<file path="src/rtl/pipe_stage_hs_pkg.sv">
// pipe_stage_hs_pkg: occupancy encodings and per-stage payload widths for pipeline-stage registers
package pipe_stage_hs_pkg;
   typedef enum logic [1:0] {
      OCC_EMPTY = 2'd0,
      OCC_ONE   = 2'd1,
      OCC_FULL  = 2'd2
   } occ_t;
   localparam int IF_ID_W  = 64;
   localparam int ID_EX_W  = 128;
   localparam int EX_MEM_W = 96;
   localparam int MEM_WB_W = 96;
endpackage

</file>
<file path="src/rtl/pipe_stage_hs.sv">
// pipe_stage_hs: handshaked pipeline-stage register with optional 2-entry skid buffer and flush
module pipe_stage_hs
   import pipe_stage_hs_pkg::*;
#(
   parameter int                DATA_W    = 96,
   parameter int                SKID      = 1,
   parameter logic [DATA_W-1:0] RESET_VAL = '0
) (
   input  logic              clk,
   input  logic              rst_n,
   input  logic              flush_i,
   input  logic              valid_i,
   output logic              ready_o,
   input  logic [DATA_W-1:0] data_i,
   output logic              valid_o,
   input  logic              ready_i,
   output logic [DATA_W-1:0] data_o,
   output logic [1:0]        occ_o
);
   logic [DATA_W-1:0] main_q, main_d;
   assign data_o = main_q;
   generate
      if (SKID != 0) begin : g_skid
         occ_t              occ_q, occ_d;
         logic [DATA_W-1:0] skid_q, skid_d;
         logic              accept, emit;
         assign ready_o = occ_q != OCC_FULL;
         assign valid_o = occ_q != OCC_EMPTY;
         assign occ_o   = occ_q;
         assign accept  = valid_i & ready_o;
         assign emit    = valid_o & ready_i;
         // occupancy FSM: main holds the head, skid catches the one extra beat under back-pressure
         always_comb begin
            occ_d  = occ_q;
            main_d = main_q;
            skid_d = skid_q;
            if (flush_i)
               occ_d = OCC_EMPTY;
            else
               case (occ_q)
                  OCC_EMPTY: if (accept) begin
                     occ_d  = OCC_ONE;
                     main_d = data_i;
                  end
                  OCC_ONE: if (accept && emit)
                     main_d = data_i;
                  else if (accept) begin
                     occ_d  = OCC_FULL;
                     skid_d = data_i;
                  end else if (emit)
                     occ_d = OCC_EMPTY;
                  OCC_FULL: if (emit) begin
                     occ_d  = OCC_ONE;
                     main_d = skid_q;
                  end
                  default: occ_d = OCC_EMPTY;
               endcase
         end
         // state and payload registers; reset alone restores RESET_VAL
         always_ff @(posedge clk) begin
            if (!rst_n) begin
               occ_q  <= OCC_EMPTY;
               main_q <= RESET_VAL;
               skid_q <= RESET_VAL;
            end else begin
               occ_q  <= occ_d;
               main_q <= main_d;
               skid_q <= skid_d;
            end
         end
      end else begin : g_single
         logic valid_q, valid_d, accept;
         assign ready_o = ready_i | ~valid_q;
         assign valid_o = valid_q;
         assign occ_o   = {1'b0, valid_q};
         assign accept  = valid_i & ready_o;
         // single register: refill on accept, drain on emit, flush drops any accept
         always_comb begin
            valid_d = valid_q;
            main_d  = main_q;
            if (flush_i)
               valid_d = 1'b0;
            else if (accept) begin
               valid_d = 1'b1;
               main_d  = data_i;
            end else if (valid_q && ready_i)
               valid_d = 1'b0;
         end
         // valid and payload registers
         always_ff @(posedge clk) begin
            if (!rst_n) begin
               valid_q <= 1'b0;
               main_q  <= RESET_VAL;
            end else begin
               valid_q <= valid_d;
               main_q  <= main_d;
            end
         end
      end
   endgenerate
endmodule

</file>
<file path="config.mk">
export PLATFORM = sky130hd
export DESIGN_NAME = pipe_stage_hs
export DESIGN_NICKNAME = d
export VERILOG_FILES = /design/src/rtl/pipe_stage_hs_pkg.sv /design/src/rtl/pipe_stage_hs.sv
export SDC_FILE = /design/constraint.sdc
export NUM_CORES = 1
export LEC_CHECK = 0
export CORE_ASPECT_RATIO = 0.5
export CORE_UTILIZATION = 45
export DETAILED_ROUTE_END_ITERATION = 6
export HOLD_SLACK_MARGIN = 0.06
export PLACE_DENSITY_LB_ADDON = 0.1
export SLEW_MARGIN = 20
export SYNTH_ARGS = -nofsm -noshare
export SYNTH_HDL_FRONTEND = slang
export SYNTH_SLANG_ARGS = --single-unit
</file>
<file path="constraint.sdc">
create_clock -name clk -period 1.6 [get_ports clk]
set_input_delay 0.32 -clock clk [delete_from_list [all_inputs] [get_ports clk]]
set_output_delay 0.32 -clock clk [all_outputs]
set_load 0.01 [all_outputs]
</file>
* After elaboration in Yosys (flattened, before gate mapping)
Cells that the tools add are included.
** Storage, ports and cells
- Bits in registers :: 194
- Bits of input ports :: 101
- Logic and storage cells :: 34
- Output and inout port bits :: 100
** Operators by class
- Bitwise logic cells :: 5
- Reductions and logical operators :: 8
- Eq/ne operators :: 8
- Multiplexer cells :: 10
** Operator list (count)
- 2-to-1 mux 96 bit :: 3
- case mux 96 bit (3 select lines) :: 1
- 2-to-1 mux 2 bit :: 5
- inequality test 2 bit, second input constant :: 5
- AND reduction 4 bit :: 2
- case mux 2 bit (3 select lines) :: 1
- AND reduction 5 bit :: 1
- inequality test 3 bit, second input constant :: 1
- inverter 1 bit :: 3
- nonzero test 3 bit :: 1
- AND 1 bit :: 2
- == test 2 x 1 -> 1 bit, second input constant :: 1
- == test 2 bit, second input constant :: 1
- zero test 2 bit :: 1
- nonzero test 2 bit :: 1
- OR reduction 2 bit :: 1
- logical AND 1 bit :: 1

* Depth between registers and ports, before layout
- Word-level depth :: 6
- Depth in mapped cells :: 7
- Depth with buffers taken out :: 4

* Worst setup path after synthesis
OpenSTA, ideal clock, no wires.
- Path type :: register to register
- Start point :: reg g_skid.occ_q[0] (netlist: occ_o[0])
- End point :: reg g_skid.skid_q[55]
- Arrival :: 1.512 ns
- Setup slack :: -0.045 ns
- Setup time :: 0.132 ns
- Path buffers :: 3
- Stages on the path, launching flop included :: 8
- Cell sequence :: dfxtp_1 nand2b_1 or3_1 buf_2 buf_2 buf_2 nand2_1 a21oi_1
** On the way
- Word-level cells in the longest chain between the ends :: 5
- Elaborated cells between the ends (all ways) :: 8
- Classes of those cells :: 2 x eq/ne; 3 x bitwise; 3 x reduce/logical
** RTL lines
- start, declared :: line pipe_stage_hs.sv:24 : occ_t occ_q, occ_d;
- start signal, assigned :: line pipe_stage_hs.sv:62 : occ_q <= OCC_EMPTY;
- start signal, assigned :: line pipe_stage_hs.sv:66 : occ_q <= occ_d;
- inequality test 2 bit or nonzero test 2 bit (tied branches) :: line pipe_stage_hs.sv:27, pipe_stage_hs.sv:28
- AND 1 bit, on equally long branches :: line pipe_stage_hs.sv:30, pipe_stage_hs.sv:31
- logical AND 1 bit :: line pipe_stage_hs.sv:45 : OCC_ONE: if (accept && emit)
- inverter 1 bit (no line)
- AND reduction 4 bit (no line) *
- end signal, assigned :: line pipe_stage_hs.sv:68 : skid_q <= skid_d;
- end, declared :: line pipe_stage_hs.sv:25 : logic [DATA_W-1:0] skid_q, skid_d;
Every way passes the cells marked *; elsewhere a longest branch is shown, timed or not.
A chain may end at the register's enable or synchronous reset.

* Worst setup path in the final report
- Start point :: reg g_skid.occ_q[1] (netlist: occ_o[1])
- End point :: reg main_q[33] (netlist: data_o[33])
** On the way
- Word-level cells in the longest chain between the ends :: 5
- Elaborated cells between the ends (all ways) :: 14
- Classes of those cells :: 6 x eq/ne; 1 x mux; 2 x bitwise; 5 x reduce/logical
** RTL lines
- inequality test 2 bit or nonzero test 2 bit (tied branches) :: line pipe_stage_hs.sv:27, pipe_stage_hs.sv:28
- AND 1 bit, on equally long branches :: line pipe_stage_hs.sv:30, pipe_stage_hs.sv:31
- logical AND 1 bit :: line pipe_stage_hs.sv:45
- inequality test 2 bit (no line)
- AND reduction 5 bit (no line)
- end signal, assigned :: line pipe_stage_hs.sv:67 : main_q <= main_d;
- end, declared :: line pipe_stage_hs.sv:20 : logic [DATA_W-1:0] main_q, main_d;
Parallel ways exist; a longest one is shown, timed or not.

==> flow_summary.json <==
{
  "cts_buffer_depth": 2,
  "cts_tree": "yes",
  "relSlewSlack_pct": 64.86,
  "final_cell_mix": "dfxtp_1, nand2_1, dlygate4sd2_1",
  "grt_pass1_vias": 6913,
  "core_region_area_mm2": 0.01744,
  "layout-drive-gt1-share_pct": 14.66,
  "syn_area_per_cell_um2": 9.131,
  "drt_iter0_drc": 493,
  "fin_skew_ps": 12.44,
  "power.density_mw_per_mm2": 915.8,
  "dr_total_vias": 7675,
  "finalSetupViolCount": 61,
  "endpoint_kind": "flip-flop",
  "period_share_pct": 101.9,
  "nNetsFinal": 1186,
  "holdCritPathClass": "input pin to flip-flop",
  "num_io_pins": 201,
  "worst_slew_pin_slew_ps": 527.1,
  "portBuffers": 200,
  "grt_setup_unrepaired": "true",
  "holdPathStages": 2,
  "rows": 34,
  "hold_viol": 0,
  "final_common_cell": "dfxtp_1",
  "cts_sinks": 194,
  "whs_ps": 197.7,
  "syn_nets": 985,
  "ir_drop_mv": 0.8198,
  "die_area_mm2": 0.01851,
  "start_util_pct": 46.28,
  "grt_max_degree": 97,
  "fillers": 1427,
  "worstSetupStartpoint": "occ_o[1]",
  "drcViolationCount": 0,
  "ant_nets": 0,
  "vias_per_cell": 5.762,
  "leakage_nw": 5.256,
  "status": "finished with violations",
  "yosysWarnings": 0,
  "ys_ff_latch": 194,
  "worstSetupPathType": "flip-flop to flip-flop",
  "r2r-start": "occ_o[1]",
  "wl_per_cell_um": 19.17,
  "yosysUniqueCellTypes": 24,
  "r2r_slack_ps": -30,
  "firstDrtPassIters": 5,
  "finalCriticalPeriod_ps": 1631,
  "dp_hpwl_mm": 14.13,
  "post-route-util_pct": 67.91,
  "synth.yosys.seq_area_share_pct": 48.12,
  "place_congestion": 0.7579,
  "critical_path.endpoint": "data_o[33]",
  "clk_pin_slew_worst_paths_ps": 70,
  "cts_buffers": 17,
  "fin_ws_ps": -30.73,
  "synth_cells": 884,
  "synth_area_mm2": 0.008071,
  "drv_slew": 0,
  "num_antenna_cells": 0,
  "drv_cap": 0,
  "area_delta_synth_final_pct": 46.74,
  "grt_first_pass_wirelength_mm": 35.54,
  "reg2reg_to": "data_o[33]",
  "cp.arrival_ps": 1950,
  "die_w_um": 191.4,
  "clock_latency_ps": 430,
  "antenna_found_initial": 0,
  "grt_use_total_pct": 23.91,
  "htree_num_levels": 4,
  "critical_path.max_fanout": 7,
  "crit_path_start_kind": "flip-flop",
  "pre_cts_ws_ps": -453.1,
  "max_freq_ghz": 0.6132,
  "die_h_um": 96.70,
  "routed_wl_mm": 25.53,
  "r2r_cells": 7,
  "root_buffer": "clkbuf_16",
  "gr-total-overflow": 0,
  "failed_checks": "setup timing",
  "required_ps": 1920
}
==> worst min path at each step <==
stage	to	slack (ps)	start
2_1_floorplan	occ_o[1]	400	ready_i
3_3_place_gp	g_skid.skid_q[15]	440	g_skid.skid_q[15]
3_5_place_dp	g_skid.skid_q[58]	440	g_skid.skid_q[58]
4_1_cts	occ_o[0]	170	flush_i
5_1_grt	occ_o[1]	200	ready_i
6_report	occ_o[0]	200	flush_i
==> report_power, final <==
group | switching (mW) | internal [mW] | total, mW
registers | 0.0842 | 4.97 | 5.06
logic | 0.688 | 0.724 | 1.41
clock network | 1.95 | 2.43 | 4.38
total | 2.72 | 8.13 | 10.8
==> worst max-delay path, stage by stage (launching register included) <==
cell and delay (ps):
dfxtp_4 370, buf_6 100, and3b_2 200, a21oi_4 60, or2_4 290, buf_12 160, buf_6 130, a31o_1 220
==> registers in the layout, summed over array words and instances (netlist names) <==
register and cells:
data_o 96, occ_o 2, g_skid.skid_q 96
==> cell usage after synthesis, drive strengths merged <==
| cell | count | area (um^2) |
|---|---|---|
| or3 | 1 | 6.260 |
| o21a | 1 | 7.510 |
| and2b | 1 | 10.01 |
| a21oi | 98 | 501.7 |
| nor4 | 96 | 600.6 |
| mux2i | 96 | 960.9 |
| nor3 | 2 | 15.01 |
| a2111oi | 1 | 8.760 |
| nand2 | 194 | 728.2 |
| or2 | 2 | 12.52 |
| clkbuf | 54 | 202.7 |
| nand2b | 3 | 18.77 |
| buf | 42 | 252.8 |
| o22a | 1 | 8.760 |
| a31o | 96 | 840.8 |
| dfxtp | 194 | 3884 |
| inv | 1 | 3.750 |
| and3b | 1 | 8.760 |
==> area by class of cell <==
type                            count  area [um^2]  area share [%]
Multi-Input combinational cell    595         3935           33.22
Sequential cell                   194         3891           32.85
Timing Repair Buffer              276         3112           26.27
Clock buffer                       20        456.7           3.856
Tap cell                          234        292.8           2.472
Clock inverter                     12        147.6           1.247
Inverter                            1        8.758         0.07395
==> per-stage QoR <==
| stage | TNS (ps) | power [mW] | instances | cell area (um^2) |
|---|---|---|---|---|
| global route | -3609 | 11.20 | 1332 | 11840 |
| global placement | -70950 | 6.466 | 1267 | 10500 |
| finish | -717.3 | 10.85 | 1332 | 11840 |
| floorplan | 0 | 5.724 | 884 | 8074 |
| CTS | -1913 | 10.73 | 1301 | 11010 |
| detailed placement | -79870 | 6.483 | 1267 | 10500 |
==> routing by layer <==
| layer | part of all wire [%] | track usage, % | vias to the layer above |
|---|---|---|---|
| met1 | 45 | 32.01 | 3760 |
| li1 | - | - | 3617 |
| met4 | 1.2 | 6.716 | 0 |
| met3 | 6.8 | 4.971 | 27 |
| met2 | 47 | 38.88 | 271 |
| met5 | 0 | 0 | - |
==> timing repair <==
action | CTS | global route
pin swaps | 0 | 50
hold endpoints to repair | 0 | 0
resized for setup | 108 | 88
setup endpoints to repair | 111 | 193
setup buffers | 2 | 7
hold buffers | 0 | 0
gates cloned | 0 | 24
==> cell families (layout without fill, tap and decap cells) <==
family | after synthesis | in the layout | synth area share [%]
mux | 96 | 96 | 11.91
buf+inv | 97 | 309 | 5.689
flops | 194 | 194 | 48.12
compound gates | 197 | 197 | 16.94
simple gates | 300 | 302 | 17.35
Power figures use the tool's default switching activity.
==> RTL edit (config.mk and constraints unchanged) <==
Change the parameter `DATA_W` from 96 to 48.
--- a/src/rtl/pipe_stage_hs.sv
+++ b/src/rtl/pipe_stage_hs.sv
@@ -2,7 +2,7 @@
 module pipe_stage_hs
    import pipe_stage_hs_pkg::*;
 #(
-   parameter int                DATA_W    = 96,
+   parameter int                DATA_W    = 48,
    parameter int                SKID      = 1,
    parameter logic [DATA_W-1:0] RESET_VAL = '0
 ) (
Ports: changed (resized data_i and data_o); port bits go from 201 to 105. No check against the original RTL was run, so the function may have changed too.
==> RTL edit against the unedited design <==
Worst setup slack gained 50 ps. Wire length shrank 58%. Critical endpoint is now data_o[5]. Clock power shrank 48%. Clock skew shrank 8.1 ps. Power shrank 49%. Synthesized area shrank 49%. Final area shrank 52%. Highest routed layer unchanged. Sequential cell count shrank 96.
==> RTL edit: results (changes against the unedited design) <==
The run finished with clean final reports. The number of cells in the finished layout apart from fillers came out at 665 (-50%). The routed metal-1 wire length came out at 5.261 mm (-55%). The power density of the placed cells is 957.1 nW/um^2 (+4.5%). The violation count after the first detailed-route iteration is 231 (-53%). The mean instance size in the synthesized netlist is 9.105 sq um (-0.28%). The combinational power came to 0.000676 W (-52%). The estimated wirelength of the detail-placed design is 6.628 mm (-53%). The sequential power share came out at 46.5% (about the same). The routed length on met3 came to 608 um (-65%). The count of filler cells inserted in the layout was 742 (-48%). The count of buffers inserted at the top-level ports is 104 (-48%). The fraction of met1 tracks used by global routing is 32.92% (+0.91 points). The first element of the critical path is data_o[5]$_SDFFE_PN0P_. The number of buffers inserted to repair setup after CTS came out at 1 (-1). The hold slack was 418.5 ps (+220.8 ps). The final period demand of the worst path is 1581 ps (-50.05 ps). The startpoint identified for the worst register-to-register timing path is occ_o[0]$_SDFFE_PP0P_.

The detailed-router iteration count before antenna repair came out at 4 (-1). The number of cell instances on the worst register-to-register path is 5 (-2). The number of instances resized during post-cts repair is 16 (-85%).

The worst-skew pair later-pin latency came out at 340 ps (-90 ps). The via count normalized by instance count is 5.562 (-3.5%). On the critical path, the stage with the largest delay is an instance of clkdlybuf4s50_1. The placed instance count is 649 (-49%).

The H-tree depth reported by CTS came out at 3 (-1). The fraction of the mapped netlist area in compound gates came to 16.94% (about the same). The leakage power of the design came out at 2.499 nW (-52%). The switching power is 0.001225 W (-55%). After synthesis, the cell types taking the most area are dfxtp_1 (48%), mux2i_1 (12%), nand2_1 (9.0%).

The highest cell delay on the worst timing path is 550 ps (+180 ps). The placement-stage worst setup slack is -422.2 ps (+30.86 ps). The number of instances on the worst hold path is 3 (+1). In this run the critical register-to-register path is captured at data_o[24]$_SDFFE_PN0P_. The fraction of layout cells with a size suffix above 1 came out at 14.60% (-0.064 points).

The portion of the post-synthesis area used by sequential elements was 47.78% (-0.34 points). Following the worst setup path forward leads to its endpoint at data_o[5]. The number of different library cells in the post-synthesis netlist came out at 22 (-8.3%). The maximum VDD drop came out at 0.6623 mV (-19%). The global-route usage over all layers is 22.93% (-0.98 points). The via count of the first global-routing pass is 3348 (-52%).

The met2 layer usage reported by global route is 34.68% (-4.2 points). The area of placed instances was 5333 sq um (-49%). The pin count of the biggest net entering global routing is 77 (-21%).

The wire length on met2 is 4.818 mm (-60%). On the critical path the largest part of the delay comes from buffers and inverters. The weighted congestion reported at the end of routability-driven placement came out at 0.7756 (+2.3%).

By count the netlist is led by dfxtp_1 (98), nand2_1 (98), a21oi_1 (50), mux2i_1 (48), nor4_1 (48). The critical path arrival came out at 1260 ps (-690 ps). The routed wire length per instance came out at 16.19 um (-16%). The number of nets in the final layout came out at 598 (-50%).

The global-route wire length before repair was 16.95 mm (-52%). The highest net fanout along the worst path is 2 (-5). The worst clock skew came out at 4.331 ps (-8.106 ps). The clock buffer count from CTS came out at 9 (-8).

The mux cell area share after synthesis was 11.70% (-0.20 points). The headroom to the max-slew limit came to 62.17% (-2.7 points). The clock transition time at the flip-flop clock pins of the worst setup and hold paths came out at 60 ps.
==> RTL edit: cell types whose count changed after synthesis, moves of 3 or more <==
cell,before,now
a21oi_1,97,50
a31o_1,96,20
a31o_2,0,28
buf_1,3,0
buf_2,31,14
buf_4,1,6
buf_6,7,2
clkbuf_1,54,25
dfxtp_1,194,98
mux2i_1,96,48
nand2_1,194,98
nor4_1,96,48
==> RTL edit: cell families (layout without fill, tap and decap cells) <==
logic type | after synthesis | count (layout)
buffers and inverters | 48 | 145
AOI/OAI and AO/OA | 101 | 101
and+or+nand+nor | 156 | 156
muxes | 48 | 48
DFF | 98 | 98
==> RTL edit: area by class of cell <==
type                            instances  area [sq um]  area share (%)
Clock buffer                           11         242.7           4.228
Clock inverter                          3         65.06           1.133
Inverter                                1         3.754         0.06539
Multi-Input combinational cell        305          1959           34.13
Sequential cell                        98          1967           34.26
Tap cell                              117         146.4           2.550
Timing Repair Buffer                  130          1356           23.63
